===== config.mk =====
export PLATFORM = sky130hd
export DESIGN_NAME = register
export DESIGN_NICKNAME = d
export VERILOG_FILES = /design/src/rtl/register_pkg.sv /design/src/rtl/register_bit.sv /design/src/rtl/register.sv
export SDC_FILE = /design/constraint.sdc
export NUM_CORES = 1
export LEC_CHECK = 0
export CORE_MARGIN = 2
export CORE_UTILIZATION = 45
export CTS_BUF_LIST = sky130_fd_sc_hd__clkbuf_16
export CTS_CLUSTER_DIAMETER = 200
export DETAILED_ROUTE_END_ITERATION = 8
export PLACE_DENSITY = 0.81
export SYNTH_ARGS = -nofsm -noshare
export SYNTH_HDL_FRONTEND = slang
export SYNTH_SLANG_ARGS = --single-unit

===== constraint.sdc =====
create_clock -name clk -period 1.8 [get_ports clk]
set_input_delay 0.36 -clock clk [delete_from_list [all_inputs] [get_ports clk]]
set_output_delay 0.36 -clock clk [all_outputs]
set_load 0.03 [all_outputs]

===== src/rtl/register_pkg.sv =====
// Shared constants and the default word type for the register storage element.
package register_pkg;

  localparam int DEFAULT_WIDTH = 32;

  typedef logic [DEFAULT_WIDTH-1:0] word_t;

  localparam word_t DEFAULT_RESET_VALUE = '0;

endpackage : register_pkg


===== src/rtl/register_bit.sv =====
// Single-bit D flop with synchronous load enable and asynchronous active-low clear
// to a per-bit reset constant.
module register_bit #(
  parameter logic RESET_VALUE = 1'b0
) (
  input  logic clk,
  input  logic rst,
  input  logic en,
  input  logic d,
  output logic q
);

  // NOTE: reset sits in the sensitivity list so clearing is immediate, and state
  // is written with <= so every bit samples d from before the edge.
  always_ff @(posedge clk or negedge rst) begin
    if (!rst) begin
      q <= RESET_VALUE;
    end else if (en) begin
      q <= d;
    end
  end

endmodule : register_bit


===== src/rtl/register.sv =====
// Parameterised load-enable register built from WIDTH register_bit flops.
// Optional embedded checks are compiled in when REGISTER_ASSERT_EN is defined.
module register
  import register_pkg::*;
#(
  parameter int               WIDTH       = DEFAULT_WIDTH,
  parameter logic [WIDTH-1:0] RESET_VALUE = WIDTH'(DEFAULT_RESET_VALUE)
) (
  input  logic             clk,
  input  logic             rst,
  input  logic             en,
  input  logic [WIDTH-1:0] d,
  output logic [WIDTH-1:0] q
);

  for (genvar i = 0; i < WIDTH; i++) begin : g_bit
    register_bit #(
      .RESET_VALUE (RESET_VALUE[i])
    ) u_bit (
      .clk (clk),
      .rst (rst),
      .en  (en),
      .d   (d[i]),
      .q   (q[i])
    );
  end

`ifdef REGISTER_ASSERT_EN
  a_load : assert property (@(posedge clk) disable iff (!rst) en |=> q == $past(d));
  a_hold : assert property (@(posedge clk) disable iff (!rst) !en |=> $stable(q));

  // Sampled mid-cycle so the asynchronous clear has settled before the check.
  always @(negedge clk) begin
    if (!rst) begin
      a_reset : assert (q == RESET_VALUE);
    end
  end

  c_en   : cover property (@(posedge clk) disable iff (!rst) en);
  c_zero : cover property (@(posedge clk) disable iff (!rst) d == '0);
  c_ones : cover property (@(posedge clk) disable iff (!rst) d == '1);
`endif

endmodule : register


==> flow_metrics.env <==
export IMPL_skew_ns=0
export IMPL_top_register="g_bit.u_bit.q"
export IMPL_ys_warn_count=0
export IMPL_muxShareOfSynthArea=0.298
export IMPL_p_seq_frac=0.364
export IMPL_crit_buf_inv=1
export IMPL_die_w_microns=63.4
export IMPL_synth_area_top_cells="dfrtp_1, mux2_4, buf_4"
export IMPL_cts_inserted_buffers=5
export IMPL_arrival_ns=1.31
export IMPL_synth_top_area_share=0.505
export IMPL_power_density_nw_per_um2=1050
export IMPL_netlist_cell_type_count=6
export IMPL_die_h_microns=63.4
export IMPL_drcViolationCount=0
export IMPL_clock_path_buffers=2
export IMPL_timing_fmax_mhz=598
export IMPL_cpPeakStageDelay_ns=0.68
export IMPL_grt_usage=0.157
export IMPL_hold_slack_ns=0.482
export IMPL_first_global_vias=931
export IMPL_h_tree_depth=2
export IMPL_holdBufCountCts=0
export IMPL_swShare=0.245
export IMPL_yosysSeqAreaShare=0.505
export IMPL_worstPathRequired_ns=1.44
export IMPL_setup_viol=0
export IMPL_antenna_cells=0
export IMPL_layout_nets=174
export IMPL_postCtsSetupBuffers=0
export IMPL_crit_path_cell_trace="clkdlybuf4s50_1"
export IMPL_largest_reg_flops=32
export IMPL_fin_util=0.648
export IMPL_critPathTopFamily="buffers and inverters"
export IMPL_status="completed"
export IMPL_rsz0062_at_grt="false"
export IMPL_syn_avg_cell_area_sq_um=15.9
export IMPL_grt_antenna_before_repair=0
export IMPL_dieArea_sq_um=4010
export IMPL_reg_top3="g_bit.u_bit.q: 32 flops"
export IMPL_syn_to_final_growth_pct=37.4
export IMPL_end_kind="primary output"
export IMPL_fin_crit_sh=0.928
export IMPL_grt_max_degree=33
export IMPL_peakVddDrop_v=0.000515
export IMPL_yosys_area_share_adder=0
export IMPL_yosys_area_top_type="dfrtp_1"
export IMPL_cp_max_fo=2
export IMPL_relSlewSlack=0.736
export IMPL_syn_area_sq_um=1590
export IMPL_place_ws_ns=0.407
export IMPL_synth_top_family_by_area="multiplexers"
export IMPL_p_leak_nw=0.985
export IMPL_drv_cap=0
export IMPL_ys_seq_elements=32
export IMPL_hp_class="in -> async"
export IMPL_p_switching_w=0.000562
export IMPL_wl_per_cell_microns=15.1
export IMPL_total_power_w=0.00229
export IMPL_synthCells=100
export IMPL_critical_path_slowest_cell="clkdlybuf4s50_1"
export IMPL_layout_setup_ws_ns=0.129
export IMPL_cts_resized=0
export IMPL_pin_count=67
export IMPL_cts_root_buf="clkbuf_16"
export IMPL_dr_pass1_iters=4
export IMPL_rows=21
export IMPL_pwr_share_comb=0.233
export IMPL_portBuffers=66
export IMPL_dpl_hpwl_microns=1990
export IMPL_tns_ns=0
export IMPL_synthSimpleGateAreaFrac=0
export IMPL_routed_via_density=4.45
export IMPL_slew_viol_final=0
export IMPL_setup_worst_path_start_class="register"
export IMPL_synth_xor_area_frac=0
export IMPL_cts_reportedPaths_clkPinSlew_ns=0.05
export IMPL_hold_viol_final=0
export IMPL_synth_compound_area_frac=0
export IMPL_cts_sinks=32
export IMPL_core_sq_um=3360
export IMPL_period_needed_ns=1.67
export IMPL_rr_worst_depth=1
export IMPL_start_util=0.471
export IMPL_ant_nets=0
export IMPL_clk_latency_ns=0.27
export IMPL_rrSetupSlack_ns=1.03
export IMPL_internal_power_w=0.00173
export IMPL_critical_path_class="reg -> out"
export IMPL_clockPowerShare=0.403
export IMPL_wl_microns=2810
export IMPL_drt_iter0_markers=15
export IMPL_drive_above_1_share=0.300
export IMPL_grt_overflow=0
export IMPL_num_vias=828
export IMPL_cts_tree="built"
export IMPL_grt_pass1_wl_microns=4610
export IMPL_syn_nets=135
export IMPL_r2r_start="g_bit[27].u_bit.q"
export IMPL_r2r_end="g_bit[27].u_bit.q"
export IMPL_gp_congestion=0.622
export IMPL_timing_worst_slew_pin_value_ns=0.397
-- per-stage QoR --
step	cell area [sq um]	instances
after global routing	2180	186
after floorplan	1590	100
final	2180	186
after CTS	2180	186
after global placement	2010	178
after detailed placement	2010	178
-- cells in the mapped netlist --
master / number
buf_12: 3
buf_4: 32
buf_6: 1
dfrtp_1: 32
mux2_2: 2
mux2_4: 30
-- worst max path at each step --
stage	startpoint	end	slack, ns	cells past startpoint
final	g_bit[24].u_bit.q	q[24]	0.13	1
after global routing	g_bit[20].u_bit.q	q[20]	0.09	1
after CTS	g_bit[27].u_bit.q	q[27]	0.11	1
after detailed placement	g_bit[27].u_bit.q	q[27]	0.41	1
after global placement	g_bit[31].u_bit.q	q[31]	0.42	1
after floorplan	en	g_bit[0].u_bit.q	0.77	3
-- power groups by stage --
| stage | Sequential [W] | Clock, W | Combinational, W |
|---|---|---|---|
| detailed placement | 0.000846 | 0 | 0.000537 |
| global placement | 0.000838 | 0 | 0.000530 |
| floorplan | 0.000833 | 0 | 0.000408 |
| global route | 0.000844 | 0.000979 | 0.000557 |
| CTS | 0.000835 | 0.000949 | 0.000540 |
| finish | 0.000834 | 0.000922 | 0.000533 |
-- layout make-up --
| class | count | area, sq um |
|---|---|---|
| flip-flops and latches | 32 | 801 |
| fillers | 288 | 1180 |
| well taps | 46 | 57.6 |
| clock inverters | 3 | 38.8 |
| repair buffers | 68 | 683 |
| multi-input cells | 32 | 473 |
| clock buffers | 5 | 125 |
-- layer usage --
layer / share of wire / track usage / wire (microns)
met1: 0.38 / 0.170 / 1060
met3: 0.068 / 0.0464 / 192
met4: 0.015 / 0.114 / 43
met5: 0 / 0 / 0
met2: 0.54 / 0.261 / 1520
-- cell families after synthesis --
group	Yosys count
muxes	32
DFF	32
buffers and inverters	36
-- layout by cell type, fill, tap and decap left out --
master           synthesis  layout
buf_12                   3       1
buf_2                    0       1
buf_4                   32       1
bufinv_16                0       1
clkbuf_16                0       5
clkdlybuf4s50_1          0      65
clkinv_2                 0       1
dfrtp_1                 32      32
inv_1                    0       1
mux2_2                   2       2
mux2_4                  30      30
Note: power is estimated with default switching activity, not from simulation.
